**config.mk**
```make
export PLATFORM = sky130hd
export DESIGN_NAME = traffic_interval_timer_flat
export DESIGN_NICKNAME = d
export VERILOG_FILES = /design/src/rtl/traffic_interval_timer_if.sv /design/src/rtl/traffic_interval_timer.sv /design/src/flat_wrapper.sv
export SDC_FILE = /design/constraint.sdc
export NUM_CORES = 1
export LEC_CHECK = 0
export CORE_ASPECT_RATIO = 0.9
export CORE_MARGIN = 5
export CORE_UTILIZATION = 30
export DETAILED_ROUTE_END_ITERATION = 7
export PLACE_DENSITY_LB_ADDON = 0.25
export SETUP_SLACK_MARGIN = 0.4
export SYNTH_ARGS = -nofsm -noshare
export SYNTH_HDL_FRONTEND = slang
export SYNTH_SLANG_ARGS = --single-unit
```
**constraint.sdc**
```tcl
create_clock -name clk -period 5.83 [get_ports clk]
set_clock_uncertainty 0.15 [all_clocks]
set_input_delay 0.8745 -clock clk [delete_from_list [all_inputs] [get_ports clk]]
set_output_delay 0.8745 -clock clk [all_outputs]
set_load 0.03 [all_outputs]
```
**src/rtl/traffic_interval_timer_if.sv**
```systemverilog
// Control/status bundle between the phase FSM (master) and the interval timer (slave).
interface traffic_interval_timer_if;
  logic       Reprogram;
  logic [1:0] Time_Parameter_Selector;
  logic [3:0] Time_Value;
  logic       Start_Timer;
  logic [1:0] Interval_Select;
  logic       Busy;
  logic       Expired;
  logic [3:0] Remaining;
  logic       One_Hz_Tick;

  modport master (
    output Reprogram, Time_Parameter_Selector, Time_Value, Start_Timer, Interval_Select,
    input  Busy, Expired, Remaining, One_Hz_Tick
  );

  modport slave (
    input  Reprogram, Time_Parameter_Selector, Time_Value, Start_Timer, Interval_Select,
    output Busy, Expired, Remaining, One_Hz_Tick
  );
endinterface

```
**src/rtl/traffic_interval_timer.sv**
```systemverilog
// Interval timer and time-parameter store for the traffic light controller.
// Holds base/extended/yellow durations, applies front-panel writes, and runs
// one seconds-countdown at a time, pulsing Expired for one cycle at the end.
module traffic_interval_timer #(
  parameter int         TICKS_PER_SEC = 100000000,
  parameter logic [3:0] DEF_BASE      = 4'd6,
  parameter logic [3:0] DEF_EXT       = 4'd3,
  parameter logic [3:0] DEF_YEL       = 4'd2
) (
  input logic                     clk,
  input logic                     Reset,
  traffic_interval_timer_if.slave tif
);

  localparam int PW = (TICKS_PER_SEC > 2) ? $clog2(TICKS_PER_SEC) : 1;
  localparam logic [PW-1:0] PRESC_MAX = PW'(TICKS_PER_SEC - 1);

  typedef enum logic [0:0] {IDLE = 1'b0, COUNT = 1'b1} state_t;

  state_t        state_r, state_s;
  logic [PW-1:0] presc_r, presc_s;
  logic [3:0]    remaining_r, remaining_s;
  logic          expired_r, expired_s;
  logic          one_hz_r, one_hz_s;
  logic [3:0]    base_r, base_s;
  logic [3:0]    ext_r, ext_s;
  logic [3:0]    yel_r, yel_s;
  logic          tick_s;

  // A written value of zero means "fall back to this register's default".
  function automatic logic [3:0] value_or_default(input logic [3:0] value, input logic [3:0] def);
    return (value == 4'd0) ? def : value;
  endfunction

  // Selector 11 is not a real interval; it is treated as the base interval.
  function automatic logic [3:0] select_interval(input logic [1:0] sel, input logic [3:0] b,
                                                 input logic [3:0] e, input logic [3:0] y);
    logic [3:0] v;
    case (sel)
      2'b01:   v = e;
      2'b10:   v = y;
      default: v = b;
    endcase
    return v;
  endfunction

  assign tick_s = (presc_r == PRESC_MAX);

  // Next-state logic: Reprogram beats Start_Timer, which beats the tick/expiry path.
  always_comb begin
    state_s     = state_r;
    remaining_s = remaining_r;
    presc_s     = tick_s ? '0 : presc_r + PW'(1);
    expired_s   = 1'b0;
    one_hz_s    = tick_s;
    base_s      = base_r;
    ext_s       = ext_r;
    yel_s       = yel_r;
    if (tif.Reprogram) begin
      case (tif.Time_Parameter_Selector)
        2'b00: base_s = value_or_default(tif.Time_Value, DEF_BASE);
        2'b01: ext_s  = value_or_default(tif.Time_Value, DEF_EXT);
        2'b10: yel_s  = value_or_default(tif.Time_Value, DEF_YEL);
        2'b11: begin
          base_s = DEF_BASE;
          ext_s  = DEF_EXT;
          yel_s  = DEF_YEL;
        end
        default: begin
          base_s = base_r;
        end
      endcase
      state_s     = IDLE;
      remaining_s = 4'd0;
      presc_s     = '0;
      one_hz_s    = 1'b0;
    end else if (tif.Start_Timer) begin
      state_s     = COUNT;
      remaining_s = select_interval(tif.Interval_Select, base_r, ext_r, yel_r);
      presc_s     = '0;
      one_hz_s    = 1'b0;
    end else if ((state_r == COUNT) && tick_s) begin
      if (remaining_r == 4'd1) begin
        remaining_s = 4'd0;
        expired_s   = 1'b1;
        state_s     = IDLE;
      end else begin
        remaining_s = remaining_r - 4'd1;
      end
    end else begin
      state_s = state_r;
    end
  end

  // State, prescaler, parameter store and output registers; reset returns to defaults.
  always_ff @(posedge clk or negedge Reset) begin
    if (!Reset) begin
      state_r     <= IDLE;
      presc_r     <= '0;
      remaining_r <= 4'd0;
      expired_r   <= 1'b0;
      one_hz_r    <= 1'b0;
      base_r      <= DEF_BASE;
      ext_r       <= DEF_EXT;
      yel_r       <= DEF_YEL;
    end else begin
      state_r     <= state_s;
      presc_r     <= presc_s;
      remaining_r <= remaining_s;
      expired_r   <= expired_s;
      one_hz_r    <= one_hz_s;
      base_r      <= base_s;
      ext_r       <= ext_s;
      yel_r       <= yel_s;
    end
  end

  assign tif.Busy        = (state_r == COUNT);
  assign tif.Expired     = expired_r;
  assign tif.Remaining   = remaining_r;
  assign tif.One_Hz_Tick = one_hz_r;

endmodule

```
**src/flat_wrapper.sv**
```systemverilog
// flat-port wrapper written by rule: the top's interface ports become plain ports
module traffic_interval_timer_flat 
#(
  parameter int         TICKS_PER_SEC = 100000000,
  parameter logic [3:0] DEF_BASE      = 4'd6,
  parameter logic [3:0] DEF_EXT       = 4'd3,
  parameter logic [3:0] DEF_YEL       = 4'd2
)
  (clk, Reset, tif_Reprogram, tif_Time_Parameter_Selector, tif_Time_Value, tif_Start_Timer, tif_Interval_Select, tif_Busy, tif_Expired, tif_Remaining, tif_One_Hz_Tick);
  traffic_interval_timer_if tif_i ();
  input logic clk;
  input logic Reset;
  input wire logic [$bits(tif_i.Reprogram)-1:0] tif_Reprogram;
  input wire logic [$bits(tif_i.Time_Parameter_Selector)-1:0] tif_Time_Parameter_Selector;
  input wire logic [$bits(tif_i.Time_Value)-1:0] tif_Time_Value;
  input wire logic [$bits(tif_i.Start_Timer)-1:0] tif_Start_Timer;
  input wire logic [$bits(tif_i.Interval_Select)-1:0] tif_Interval_Select;
  output wire logic [$bits(tif_i.Busy)-1:0] tif_Busy;
  output wire logic [$bits(tif_i.Expired)-1:0] tif_Expired;
  output wire logic [$bits(tif_i.Remaining)-1:0] tif_Remaining;
  output wire logic [$bits(tif_i.One_Hz_Tick)-1:0] tif_One_Hz_Tick;
  assign tif_i.Reprogram = tif_Reprogram;
  assign tif_i.Time_Parameter_Selector = tif_Time_Parameter_Selector;
  assign tif_i.Time_Value = tif_Time_Value;
  assign tif_i.Start_Timer = tif_Start_Timer;
  assign tif_i.Interval_Select = tif_Interval_Select;
  assign tif_Busy = tif_i.Busy;
  assign tif_Expired = tif_i.Expired;
  assign tif_Remaining = tif_i.Remaining;
  assign tif_One_Hz_Tick = tif_i.One_Hz_Tick;
  traffic_interval_timer #(.TICKS_PER_SEC(TICKS_PER_SEC), .DEF_BASE(DEF_BASE), .DEF_EXT(DEF_EXT), .DEF_YEL(DEF_YEL)) u_core (.clk(clk), .Reset(Reset), .tif(tif_i));
endmodule
```
==> run_results.csv, run 1 <==
group,metric,value,unit
grt,grt_max_degree,47,
clocking,cts_setup_buffers,0,
clocking,root_buffer,"clkbuf_8",
synthesis,async_flop_share,100,%
clocking,clock_latency,0.30,ns
floorplan,die_h,96.3,microns
clocking,clkTransAtPathRegs,0.08,ns
synthesis,synthesis.area,2480,sq um
grt,grt_first_pass_wirelength,9650,microns
place,post_dp_cell_area,2740,sq um
sta,rsz0062_at_grt,"false",
synthesis,synth_top_area_share,41.3,%
clocking,cts_made_buffers,5,
worst_setup_path,cp.arrival,2.75,ns
sta,max_freq,0.361,GHz
synthesis,synth_most_common_cell,"dfrtp_1",
cells_and_area,nNetsFinal,298,
cells_and_area,area_growth,14.1,%
clocking,cts_tree,"yes",
worst_setup_path,timing_worst_setup_path_type,"reg -> reg",
grt,grt_overflow_total,0,
worst_hold_path,worstHoldPathType,"reg -> reg",
clocking,cts.repair.resized,0,
power,power_density,224,nW/um^2
cells_and_area,stdcell_area,2830,sq um
grt,antenna_found_initial,0,
place,post-place-ws,2.85,ns
synthesis,synth_seq_cells,46,
sta,hold_slack,0.340,ns
cells_and_area,drive_above_1_share,8.57,%
grt,grt_pass1_vias,1961,
floorplan,die-area,10200,sq um
floorplan,core_area,8070,sq um
sta,timing.final.crit_period,2.77,ns
floorplan,io_pins,19,
sta,finalCritPeriodShare,47.6,%
synthesis,synth_area_leaders,"dfrtp_1, dfstp_2, o21ai_0",
route,ant_nets,0,
grt,track_usage,11.8,%
run,max_cap_violations,0,
route,drt_wl_total,5580,microns
sta,setup_violations,0,
synthesis,synth_cell_types,53,
route,viasPerCell,5.29,
sta,finalHoldViolCount,0,
synthesis,synthTopCellsByCount,"dfrtp_1, nand2_1, nor2_1",
synthesis,yosysSeqAreaShare,46.6,%
place,dp_hpwl,3970,microns
synthesis,synth-edff-count,0,
synthesis,syn_nets,283,
power,ir_worst_vdd,0.0000775,V
synthesis,synth_ff_type,"dfrtp_1",
clocking,htreeDepth,2,
sta,final.setup.tns,0,ns
power,totalPowerFinal,633,uW
route,drcViolationCount,0,
clocking,ctsHoldBuffers,0,
power,leakage,1.10,nW
synthesis,synthCells,264,
sta,maxSlewHeadroom,29.7,%
floorplan,rows,31,
place,port_buffers,18,
clocking,ctsLongestPathBuffers,2,
route,drt_iter0_markers,84,
clocking,cts_num_sinks,46,
place,gp_congestion,0.783,
worst_setup_path,worstSetupStartpointType,"flop",
sta,worst_pin_slew,1.06,ns
route,via_count,2005,
cells_and_area,diodes,0,
route,post_drt_wl_per_cell,14.7,microns
worst_setup_path,worst-path-max-fanout,24,
synthesis,ys.warnings.count,0,
sta,worst_slack,3.06,ns
floorplan,die_w,106,microns
floorplan,initial_core_util,30.8,%
outcome,status,"finished, final reports clean",
route,firstDrtPassIters,4,
synthesis,syn_area_per_cell,9.41,sq um
worst_setup_path,required,5.81,ns
synthesis,yosysTopAreaCell,"dfrtp_1",
worst_setup_path,endpoint_kind,"flop",
sta,slew_violations,0,
-- critical path: stages (launching register included) --
cell	delay (ns)
dfrtp_1	0.41
ha_1	0.22
and3_1	0.35
nand4_1	0.39
o21ai_2	0.95
nor2_1	0.13
-- area by class of cell --
class                      instances  area [sq um]
clock inverter                     1          5.00
timing repair buffer              19           183
tap                               99           124
fill                             834          5240
multi-input combinational        193          1220
sequential                        46          1160
inverter                          14          52.6
clock buffer                       7          86.3
-- metrics by stage --
step,cells,util [%]
after floorplan,264,-
after CTS,379,35.1
after global placement,371,34.0
final,379,35.1
after detailed placement,371,34.0
after global routing,379,35.1
-- cells by family after synthesis --
family / count (synthesis) / synth area share, %
buf+inv: 25 / 4.08
compound gates: 60 / 15.8
xor+xnor: 12 / 4.23
flops: 46 / 46.6
simple gates: 113 / 25.3
fa+ha+maj: 7 / 3.53
mux: 1 / 0.453
-- per-layer routing --
| metal | routed length (microns) | global-route usage (%) | up-vias |
|---|---|---|---|
| met2 | 2520 | 18.5 | 28 |
| met5 | 0 | 0 | - |
| met3 | 175 | 2.01 | 5 |
| met4 | 72 | 3.88 | 0 |
| li1 | - | - | 1000 |
| met1 | 2810 | 16.5 | 972 |
-- cell usage in the layout, fill, tap and decap left out, types with 3 or more instances in the layout --
cell type / n
clkdlybuf4s50_1: 17
nor4_1: 4
a21oi_1: 11
xor2_1: 6
inv_1: 14
or4_1: 8
dfrtp_1: 41
nor3b_1: 3
and3_1: 3
nor3_1: 6
xnor2_1: 6
nand4_1: 10
dfstp_2: 5
ha_1: 7
or3_1: 8
a31oi_1: 3
nor2_1: 23
clkbuf_8: 6
nand2_1: 25
o21ai_0: 21
o31ai_1: 4
nand3_1: 9
-- sequential cells by signal, summed over array words and instances, names as in the netlist --
register,flops
u_core.yel_r,4
u_core.tif.Remaining,4
u_core.tif.One_Hz_Tick,1
u_core.tif.Expired,1
u_core.tif.Busy,1
u_core.ext_r,4
u_core.presc_r,27
u_core.base_r,4
-- power breakdown --
part | leakage (nW) | internal (mW) | total (mW) | switching, mW
sequential | 0.612 | 0.340 | 0.353 | 0.0129
combinational | 0.445 | 0.0324 | 0.0781 | 0.0457
clock | 0.0482 | 0.0958 | 0.202 | 0.106
total | 1.10 | 0.468 | 0.633 | 0.165
-- path summary, 6_finish.rpt --
| check | startpoint | to | slack (ns) | depth (start not counted) |
|---|---|---|---|---|
| max | u_core.presc_r[0]$_DFF_PN0_ | u_core.presc_r[8]$_DFF_PN0_ | 3.06 | 5 |
| min | u_core.base_r[1]$_DFFE_PN1P_ | u_core.base_r[1]$_DFFE_PN1P_ | 0.34 | 2 |
| max reg2reg | u_core.presc_r[0]$_DFF_PN0_ | u_core.presc_r[8]$_DFF_PN0_ | 3.06 | 5 |
| min reg2reg | u_core.base_r[1]$_DFFE_PN1P_ | u_core.base_r[1]$_DFFE_PN1P_ | 0.34 | 2 |
| max in group asynchronous | Reset | u_core.presc_r[9]$_DFF_PN0_ | 4.62 | 2 |
| min in group asynchronous | Reset | u_core.yel_r[2]$_DFFE_PN0P_ | 0.51 | 2 |
Power figures use the tool's default switching activity.
==> run 2, diff against run 1 <==
clock period = 2.2 ns   (was 5.83 ns; I/O delays follow)
==> run 2 against run 1 <==
Via count is 10% higher. Sequential cell count is the same. Cell area grew 20%. Final cell count rose by 11%. Global-route usage rose by 1.3 points. Critical path depth fell by 1. Sequential share of layout area is 6.3 points lower. Total power rose to 2.7 times the previous value. First-iteration DRC count grew 25%. Critical path type unchanged.
==> run_results.csv, run 2 (synthesis results as in run 1) <==
group,metric,value,unit
floorplan,core_area,8070,sq um
worst_hold_path,worstHoldPathType,"reg -> reg",
sta,finalHoldViolCount,0,
clocking,cts_tree,"yes",
power,power_frac_clock,31.9,%
power,internal_power,1.26,mW
clocking,cts_made_buffers,5,
grt,grt_first_pass_wirelength,10700,microns
clocking,ctsLongestPathBuffers,2,
grt,antenna_found_initial,0,
cells_and_area,area_growth,36.6,%
cells_and_area,drive_above_1_share,31.9,%
power,switchingPower,472,uW
grt,grt_pass1_vias,2111,
worst_setup_path,slowest_stage,"or4_4",
cells_and_area,register_area,1170,sq um
route,ant_nets,0,
worst_setup_path,worstPathCellList,"nand2_1 -> or4_4 -> or4_1 -> o311a_1",
floorplan,die-area,10200,sq um
worst_setup_path,path_delay_family,"simple AND/OR/NAND/NOR gates",
floorplan,io_pins,19,
worst_setup_path,slowest_delay,0.57,ns
sta,rsz0062_at_grt,"true",
worst_setup_path,required,2.24,ns
worst_setup_path,worstSetupStartpointType,"flop",
sta,timing.final.crit_period,1.98,ns
sta,slew_violations,0,
clocking,clkTransAtPathRegs,0.09,ns
cells_and_area,final_cell_mix,"buf_4, dfrtp_1, nand2_1, o21ai_0, nor2_1",
clocking,htreeDepth,2,
worst_setup_path,crit_buf_inv,0,
route,drt_iter0_markers,105,
place,dp_hpwl,4110,microns
place,place_inst,385,
cells_and_area,stdcell_area,3390,sq um
route,post_drt_wl_per_cell,15.3,microns
sta,hold_slack,0.337,ns
cells_and_area,n_fill_cell,803,
route,viasPerCell,5.28,
route,drcViolationCount,0,
worst_setup_path,timing_worst_setup_path_type,"reg -> reg",
place,post_dp_cell_area,2900,sq um
worst_setup_path,r2r_setup_slack,0.22,ns
floorplan,initial_core_util,30.8,%
clocking,clock_latency,0.30,ns
grt,grt_max_degree,47,
cells_and_area,final_common_cell,"buf_4",
power,seqPwrFrac,54.3,%
cells_and_area,fin_cells,419,
power,ir_worst_vdd,0.000225,V
place,port_buffers,18,
route,via_count,2211,
floorplan,die_w,106,microns
cells_and_area,largest_reg_flops,27,
worst_setup_path,endpoint_kind,"flop",
route,drt_wl_total,6420,microns
clocking,cts_num_sinks,46,
sta,final.setup.tns,0,ns
cells_and_area,diodes,0,
sta,max_freq,0.505,GHz
power,pwr-share-comb,13.7,%
cells_and_area,multiInputGateArea,1410,sq um
sta,finalCritPeriodShare,90.0,%
power,power.share.switching,27.3,%
worst_setup_path,cp.arrival,2.02,ns
grt,grt_overflow_total,0,
power,power_density,510,nW/um^2
clocking,root_buffer,"clkbuf_8",
cells_and_area,regMostFlops,"u_core.presc_r",
cells_and_area,final_util,42.1,%
run,max_cap_violations,0,
grt,track_usage,13.1,%
place,gp_congestion,0.823,
floorplan,die_h,96.3,microns
sta,maxSlewHeadroom,58.8,%
outcome,status,"finished, final reports clean",
sta,worst_pin_slew,0.615,ns
sta,setup_violations,0,
worst_setup_path,worst-path-max-fanout,4,
floorplan,rows,31,
cells_and_area,nNetsFinal,338,
route,firstDrtPassIters,4,
power,leakage,1.39,nW
==> run 2: cell types whose count changed in the layout (fill, tap and decap cells not counted), sizes merged <==
cell,change
dlygate4sd2,+6
dlygate4sd3,+1
clkdlybuf4s50,-7
buf,+37
or4,+1
dlymetal6s2s,+1
clkinvlp,+1
==> run 2: power groups by stage <==
stage / Sequential (mW) / Combinational, mW / Clock (mW)
finish: 0.939 / 0.238 / 0.552
global route: 0.946 / 0.266 / 0.611
CTS: 0.937 / 0.234 / 0.580
detailed placement: 0.954 / 0.222 / 0
global placement: 0.953 / 0.218 / 0
floorplan: 0.958 / 0.110 / 0
==> run 2: layer usage <==
| layer | up-vias | global-route usage [%] | share of wire, % |
|---|---|---|---|
| li1 | 1085 | - | - |
| met1 | 1086 | 18.0 | 50 |
| met2 | 34 | 21.0 | 46 |
| met3 | 6 | 2.21 | 3.0 |
| met4 | 0 | 4.53 | 1.0 |
| met5 | - | 0 | 0 |
==> run 2: worst paths after layout <==
check                                              from                                  end  cells after the start
setup / recovery           u_core.presc_r[14]$_DFF_PN0_  u_core.tif.Remaining[3]$_DFFE_PN0P_                      4
hold / removal             u_core.base_r[2]$_DFFE_PN1P_         u_core.base_r[2]$_DFFE_PN1P_                      2
setup reg to reg           u_core.presc_r[14]$_DFF_PN0_  u_core.tif.Remaining[3]$_DFFE_PN0P_                      4
hold reg to reg            u_core.base_r[2]$_DFFE_PN1P_         u_core.base_r[2]$_DFFE_PN1P_                      2
max in group asynchronous                         Reset         u_core.base_r[2]$_DFFE_PN1P_                      3
min in group asynchronous                         Reset          u_core.yel_r[0]$_DFFE_PN0P_                      3
==> run 2: stage by stage <==
| step | setup slack [ns] | power, mW |
|---|---|---|
| 2_1_floorplan | 0.215 | 1.07 |
| 3_3_place_gp | 0.0618 | 1.17 |
| 3_5_place_dp | 0.0416 | 1.18 |
| 4_1_cts | 0.224 | 1.75 |
| 5_1_grt | 0.159 | 1.82 |
| 6_report | 0.220 | 1.73 |
==> run 2: timing repair <==
| item | 4_1_cts | 5_1_grt |
|---|---|---|
| hold endpoints to repair | 41 | 0 |
| hold buffers | 1 | 0 |
| cloned | 2 | 1 |
| pin swaps | 11 | 4 |
| endpoints found under the setup margin | 40 | 35 |
| buffers inserted | 21 | 1 |
| resized for setup | 32 | 20 |
==> run 2: layout make-up <==
type | instances | area share, %
clock buffer | 6 | 2.43
clock inverter | 2 | 0.369
inverter | 14 | 1.55
multi-input combinational | 194 | 41.5
sequential | 46 | 34.5
tap | 99 | 3.65
timing repair buffer | 58 | 16.0
==> run 2: tightest hold or removal path: cells and delay by family, from the launching register on <==
| family | cells | cell delay (ns) |
|---|---|---|
| DFF | 1 | 0.37 |
| AOI/OAI and AO/OA | 1 | 0.07 |
| and+or+nand+nor | 1 | 0.05 |
